### config.mk
export PLATFORM = sky130hd
export DESIGN_NAME = demux4_dispatch_ctrl
export DESIGN_NICKNAME = d
export VERILOG_FILES = /design/src/rtl/demux4_dispatch_ctrl.sv
export SDC_FILE = /design/constraint.sdc
export NUM_CORES = 1
export LEC_CHECK = 0
export BUFFER_PORTS_ARGS = -buffer_cell sky130_fd_sc_hd__buf_2
export CAP_MARGIN = 10
export CORE_AREA = 2 2 71 73
export DETAILED_ROUTE_END_ITERATION = 10
export DIE_AREA = 0 0 73 75
export PLACE_DENSITY = 0.61
export SYNTH_ARGS = -nofsm -noshare
export SYNTH_HDL_FRONTEND = slang
export SYNTH_SLANG_ARGS = --single-unit
### constraint.sdc
create_clock -name clk -period 1.59 [get_ports clk]
set_input_delay 0.477 -clock clk [delete_from_list [all_inputs] [get_ports clk]]
set_output_delay 0.477 -clock clk [all_outputs]
set_load 0.03 [all_outputs]
### src/rtl/demux4_dispatch_ctrl.sv
// demux4_dispatch_ctrl: valid/ready 1-to-4 dispatch controller with addressed/round-robin steering and stall timeout
module demux4_dispatch_ctrl #(
   parameter int DATA_W  = 8,
   parameter int TIMEOUT = 15
) (
   input  logic              clk,
   input  logic              rst_n,
   input  logic              in_valid,
   output logic              in_ready,
   input  logic [DATA_W-1:0] in_data,
   input  logic [1:0]        in_dest,
   input  logic              mode,
   output logic [3:0]        out_valid,
   input  logic [3:0]        out_ready,
   output logic [DATA_W-1:0] out_data,
   output logic [1:0]        sel,
   output logic              busy,
   output logic              drop_pulse,
   output logic [7:0]        drop_cnt
);
   localparam int CW = (TIMEOUT > 2) ? $clog2(TIMEOUT) : 1;
   localparam logic [CW-1:0] TLIM = CW'((TIMEOUT > 0) ? TIMEOUT - 1 : 0);
   typedef enum logic {IDLE, SEND} state_t;
   state_t state;
   logic [1:0] rr_ptr;
   logic [1:0] rr_nxt;
   logic [CW-1:0] wait_cnt;
   logic word_rr;
   logic xfer;
   logic drop;
   logic take;
   // per-cycle handshake decisions; rr_nxt already reflects a pointer advance so a
   // back-to-back round-robin word picks the following channel
   always_comb begin
      xfer = (state == SEND) && out_ready[sel];
      drop = (TIMEOUT > 0) && (state == SEND) && !out_ready[sel] && (wait_cnt == TLIM);
      in_ready = rst_n && ((state == IDLE) || xfer);
      take = in_valid && in_ready;
      rr_nxt = rr_ptr + 2'((xfer || drop) && word_rr);
      out_valid = (state == SEND) ? 4'b0001 << sel : 4'b0000;
      busy = state == SEND;
   end
   // FSM, held word, stall timer and drop accounting
   always_ff @(posedge clk or negedge rst_n) begin
      if (!rst_n) begin
         state <= IDLE;
         out_data <= '0;
         sel <= '0;
         rr_ptr <= '0;
         wait_cnt <= '0;
         word_rr <= 1'b0;
         drop_pulse <= 1'b0;
         drop_cnt <= '0;
      end else begin
         rr_ptr <= rr_nxt;
         drop_pulse <= drop;
         if (drop && drop_cnt != 8'hFF)
            drop_cnt <= drop_cnt + 8'd1;
         if (take) begin
            state <= SEND;
            out_data <= in_data;
            sel <= mode ? rr_nxt : in_dest;
            word_rr <= mode;
            wait_cnt <= '0;
         end else if (xfer || drop)
            state <= IDLE;
         else if (state == SEND && wait_cnt != '1)
            wait_cnt <= wait_cnt + CW'(1);
      end
   end
endmodule

==> results.txt, run 1 <==
synth-to-layout area growth - 59.1%
Hold Slack - 263 ps
leak pwr - 1.12 nW
Final ANT Viol Nets - 0
Switch Pwr - 1.27 mW
storage element area - 679 um2
Routed WL per cell - 13.6 um
leading area contributor after synthesis - dfrtp_1
Tcrit/Tclk final - 120%
number of distinct library cells after synthesis - 33
Syn Area/Cell - 12.7 um2
Synth Area in Compound Gates - 7.04%
critical path data arrival time - 1420 ps
worst hold-check path type - in -> async
sequential fraction of design power - 30.7%
Synth Flop Type - dfrtp_1
worst skew pair latency - 270 ps
DIE HEIGHT - 75 um
Final Hold Fails - 0
initial drt markers - 28
master of the slowest instance on the critical path - dfrtp_2
CTS tree - built
mux share of post-synthesis cell area - 16.0%
CTS root buf - clkbuf_8
vias per cell - 4.77
pin count of the biggest net entering global routing - 27
Routability Congestion - 0.803
synthesized flop and latch total - 27
max cap viols - 0
critical path class - reg -> out
Post-synth EDFFs - 0
Clock Path Buffers - 2
RSZ-0062 raised after global routing - true
count leader, synth - dfrtp_1
GR Overflow Total - 0
Non-Filler Instances - 244
Setup crit start kind - flip-flop
internal power - 2.01 mW
row count - 25
CTS clk-pin slew, worst paths - 100 ps
clk_skew - 1.91 ps
Clock power frac - 12.1%
minimum clock period - 1900 ps
Final setup viols - 22
DRC - 0
vias in the first global route - 1184
failing checks - negative setup slack
final wirelength - 3330 um
Num CTS Buffers - 3
initial antenna violation count - 0
critical path peak fanout - 4
Comb pwr share - 57.2%
Net Count, Synth - 134
Tot GR Track Use - 12.1%
XOR/XNOR Fraction of Synth Area - 4.93%
main area contributors after synthesis - dfrtp_1, mux2_4, xor2_1, mux2_2, ha_1
first-pass detailed-route iteration total - 6
Buffers & Inverters on Critical Path - 1
placed insts - 229
global-route wire length before repair - 5220 um
most instantiated cells after synthesis - dfrtp_1, nand2_1, xor2_1
multi-input logic area - 861 um2
Die Wd - 73 um
Synth Area in Adders - 3.52%
pwr dens - 1450 nW/um2
maximum VDD drop - 0.000477 V
yosys warns - 0
H-tree depth - 1
CP cell instances - mux2i_4, a22oi_2, and2_4, buf_6
post-synth top area share - 47.5%
pre-CTS WS - -214 ps
Seq/Total Area, Yosys - 47.5%
setup ws final - -311 ps
Slew HR - 77.5%
crit-path leading delay family - flip-flops
cells after synthesis - 112
core area - 4660 um2
layout cell share with drive strength beyond 1 - 65.8%
Port-buffer cells - 42
Ports - 43
via count - 1165
Worst-Margin Slew - 337 ps
fill count - 394
synthesized area - 1420 um2
r2r startpoint - sel[0]
status - finished, violations left
simple logic cell fraction of the synthesized area - 17.3%
post-layout util - 48.6%
Max Fclk - 526 MHz
Critical path origin - sel[0]
die area - 5480 um2
Crit. End Element - primary output
dpl hpwl - 2380 um
Worst EP required - 1110 ps
main combinational cell family by area after synthesis - simple AND/OR/NAND/NOR gates
pins over their slew limit - 0
Sw Share - 38.7%
slowest stage delay, CP - 470 ps
TritonCTS Sinks - 27
ys async rst share - 100%
Final TNS setup - -3730 ps
Initial Utilization - 30.5%
final-stage net count - 213
# diodes - 0
registers in the layout (all words and copies together), names as in the netlist:
name        cells
drop_cnt        8
out_data        8
wait_cnt        4
rr_ptr          2
sel             2
busy            1
drop_pulse      1
word_rr         1
layout by cell type, fill, tap and decap left out, types with 3 or more instances in the layout:
cell,count
nand3_1,3
buf_6,12
dfrtp_2,3
and2_4,4
mux2_4,11
dfrtp_1,24
nor4_4,3
inv_1,5
buf_12,3
buf_4,23
nor3_4,3
xor2_1,7
clkbuf_8,3
nand2_1,8
mux2i_1,4
buf_2,37
stage by stage:
step	total power, mW	area (um2)
final	3.28	2260
after global routing	3.46	2260
after CTS	3.17	2180
after detailed placement	2.41	1900
after global placement	2.37	1900
after floorplan	1.97	1460
cell type report:
class                   instances  share of cell area, %
clock buffers                   3                   1.82
multi-input cells              77                   38.0
clock inverters                 1                  0.332
well taps                      54                   2.99
repair buffers                 77                   26.0
flip-flops and latches         27                   30.0
inverters                       5                  0.829
per-layer routing:
metal  vias to the layer above  track usage (%)  routed length (um)
li1                        549                -                   -
met1                       573             15.1                1470
met2                        39             21.3                1670
met3                         4             2.28                 155
met4                         0             3.50                  31
met5                         -                0                   0
power by group through the flow:
stage	Clock (mW)	Sequential, mW	Combinational [mW]
after detailed placement	0	1.01	1.40
after global placement	0	0.993	1.38
after floorplan	0	1.23	0.736
after CTS	0.415	1.00	1.76
after global routing	0.436	1.03	2.00
final	0.397	1.01	1.88
final timing paths:
check                      depth (start not counted)          end  slack, ps
min in group clk                                   2  out_data[1]        430
min reg2reg                                        1  drop_cnt[5]        480
max in group asynchronous                          2       sel[0]        910
min                                                2    rr_ptr[0]        260
max                                                4     in_ready       -310
max reg2reg                                        6  out_data[0]       -230
repair_timing:
action	CTS	global route
pin swaps	16	13
resized for setup	37	9
endpoints found under the hold margin	1	0
endpoints found under the setup margin	27	30
buffers inserted	8	2
hold buffers	1	0
cloned	0	1
logic make-up after synthesis:
group / after synthesis
multiplexers: 17
AND/OR/NAND/NOR: 37
AO/OA/AOI/OAI: 11
XOR/XNOR: 8
flip-flops: 27
adder cells (fa/ha/maj): 4
buffers and inverters: 8
No activity file was read; power rests on OpenSTA's default activity.
==> run 2, diff against run 1 <==
--- a/config.mk
+++ b/config.mk
@@ -14,3 +14,4 @@
 export SYNTH_ARGS = -nofsm -noshare
 export SYNTH_HDL_FRONTEND = slang
 export SYNTH_SLANG_ARGS = --single-unit
+export TNS_END_PERCENT = 50
==> constraint.sdc (replaced) <==
create_clock -name clk -period 1.59 [get_ports clk]
set_input_delay 0.318 -clock clk [delete_from_list [all_inputs] [get_ports clk]]
set_output_delay 0.318 -clock clk [all_outputs]
set_load 0.03 [all_outputs]
==> run 2 against run 1 <==
The flow still finishes with violations (negative setup slack). Flip-flop and latch count stayed put. Utilization is 1.3 points lower. Count of clock-buffer cells in the layout stayed put. Clock skew is 5.7 ps higher. Global-route usage is 1.2 points higher. Clock power is 2% lower. Worst hold slack worse by 180 ps. Total power is 4.2% lower. Register-to-register slack better by 40 ps. Maximum frequency is 6.7% higher. Highest routed layer unchanged.
==> results.txt, run 2 (same netlist as run 1, synthesis figures left out) <==
final-stage net count - 213 (unchanged)
worst skew pair latency - 270 ps (about the same)
vias in the first global route - 1185 (+0.084%)
RSZ-0062 raised after global routing - true
critical path class - reg -> reg
Cell Area, Placed - 1890 um2 (-0.53%)
pin count of the biggest net entering global routing - 28 (+3.7%)
most common cell after layout, fill and taps aside - buf_2
Worst EP required - 1760 ps (+650 ps)
pre-CTS WS - -165 ps (+49.3 ps)
GR Overflow Total - 0 (unchanged)
Max Fclk - 561 MHz (+6.7%)
clk_skew - 7.60 ps (+5.70 ps)
pins over their slew limit - 0 (unchanged)
Tot GR Track Use - 13.3% (+1.2 points)
worst hold-check path type - in -> async
Die Wd - 73 um (unchanged)
H-tree depth - 1 (unchanged)
Crit. End Element - flip-flop
crit-path leading delay family - multiplexers
post-layout util - 47.2% (-1.3 points)
CTS tree - built
TritonCTS Sinks - 27 (unchanged)
Num CTS Buffers - 3 (unchanged)
Final Hold Fails - 0 (unchanged)
CP cell instances - mux2i_4, buf_4, a221oi_4, buf_12, mux2_2
dpl hpwl - 2470 um (+3.5%)
final wirelength - 3460 um (+4.0%)
DRC - 0 (unchanged)
Routability Congestion - 0.794 (-1.1%)
fin area - 2200 um2 (-2.8%)
minimum clock period - 1780 ps (-119 ps)
most crowded layer after global routing - met2
first-pass detailed-route iteration total - 4 (-2)
fill count - 411 (+4.3%)
Port-buffer cells - 42 (unchanged)
CTS root buf - clkbuf_8
Final TNS setup - -2130 ps (+1600 ps)
Ports - 43 (unchanged)
synth-to-layout area growth - 54.7%
Initial Utilization - 30.5% (unchanged)
core area - 4660 um2 (unchanged)
Power, Total - 3.14 mW (-4.2%)
Slew HR - 76.9% (-0.56 points)
status - finished, violations left
GR Util met3 - 2.41% (+0.13 points)
# diodes - 0 (unchanged)
max cap viols - 0 (unchanged)
Final ANT Viol Nets - 0 (unchanged)
Buffers & Inverters on Critical Path - 2 (+1)
global-route wire length before repair - 5490 um (+5.2%)
maximum VDD drop - 0.000575 V (+21%)
Setup crit start kind - flip-flop
leak pwr - 1.09 nW (-3.2%)
layout cell share with drive strength beyond 1 - 65.8% (unchanged)
critical path data arrival time - 1950 ps (+530 ps)
Final setup viols - 20 (-9.1%)
critical path peak fanout - 12 (+8)
via count - 1141 (-2.1%)
vias per cell - 4.68 (-2.1%)
row count - 25 (unchanged)
DIE HEIGHT - 75 um (unchanged)
slowest stage delay, CP - 460 ps (about the same)
initial drt markers - 31 (+11%)
setup ws final - -192 ps (+119 ps)
Worst-Margin Slew - 346 ps (+8.47 ps)
CTS clk-pin slew, worst paths - 100 ps (about the same)
most frequent cells in the layout - buf_2, buf_4, dfrtp_1
Routed WL per cell - 14.2 um (+4.0%)
pwr dens - 1430 nW/um2 (-1.5%)
GR Util met1 - 15.1% (about the same)
Tcrit/Tclk final - 112% (-7.5 points)
global routing met2 resource utilization - 23.8% (+2.5 points)
die area - 5480 um2 (unchanged)
failing checks - negative setup slack
Clock Path Buffers - 2 (unchanged)
initial antenna violation count - 0 (unchanged)
master of the slowest instance on the critical path - dfrtp_2
biggest regs - drop_cnt (8), out_data (8), wait_cnt (4)
[run 2: worst register-to-register path: stages, from the launching register on]
cell and delay (ps):
dfrtp_2 460, mux2i_4 220, buf_4 150, a221oi_4 320, buf_12 190, mux2_2 340
[run 2: metrics by stage]
| step | hold slack, ps | std cells |
|---|---|---|
| final | 86.2 | 244 |
| after global routing | 113 | 244 |
| after CTS | 89.8 | 237 |
| after detailed placement | 395 | 229 |
| after global placement | 390 | 229 |
| after floorplan | 22.4 | 112 |
[run 2: worst paths after layout]
check	cells after the start	end	start	slack, ps
max in group asynchronous	2	sel[0]	rst_n	1230
min in group clk	2	out_data[1]	in_data[1]	270
hold / removal	2	rr_ptr[0]	rst_n	90
setup reg to reg	5	out_data[1]	sel[0]	-190
hold reg to reg	1	drop_cnt[5]	drop_cnt[5]	490
setup / recovery	5	out_data[1]	sel[0]	-190
[run 2: area by class of cell]
| class | count | area [um2] | share of cell area, % |
|---|---|---|---|
| multi-input cells | 77 | 858 | 39.0 |
| flip-flops and latches | 27 | 679 | 30.9 |
| repair buffers | 77 | 528 | 24.0 |
| well taps | 54 | 67.6 | 3.07 |
| clock buffers | 3 | 41.3 | 1.88 |
| inverters | 5 | 18.8 | 0.853 |
| clock inverters | 1 | 7.51 | 0.341 |
[run 2: timing repair]
action | in CTS | in global routing
setup buffers | 4 | 7
hold buffers | 0 | 0
cloned | 0 | 0
pin swaps | 16 | 11
endpoints found under the setup margin | 24 | 29
gates resized for setup | 24 | 18
[run 2: routing by layer]
layer  routed length [um]  vias up
met5                    0        -
met4                   82        0
met3                  166        6
met2                 1770       39
met1                 1440      547
li1                     -      549
[run 2: power breakdown]
| part | leakage [nW] | total (mW) | internal (mW) | switching, mW |
|---|---|---|---|---|
| registers | 0.340 | 1.01 | 0.870 | 0.140 |
| clock network | 0.0217 | 0.391 | 0.178 | 0.213 |
| logic | 0.725 | 1.74 | 0.844 | 0.900 |
| total | 1.09 | 3.14 | 1.89 | 1.25 |
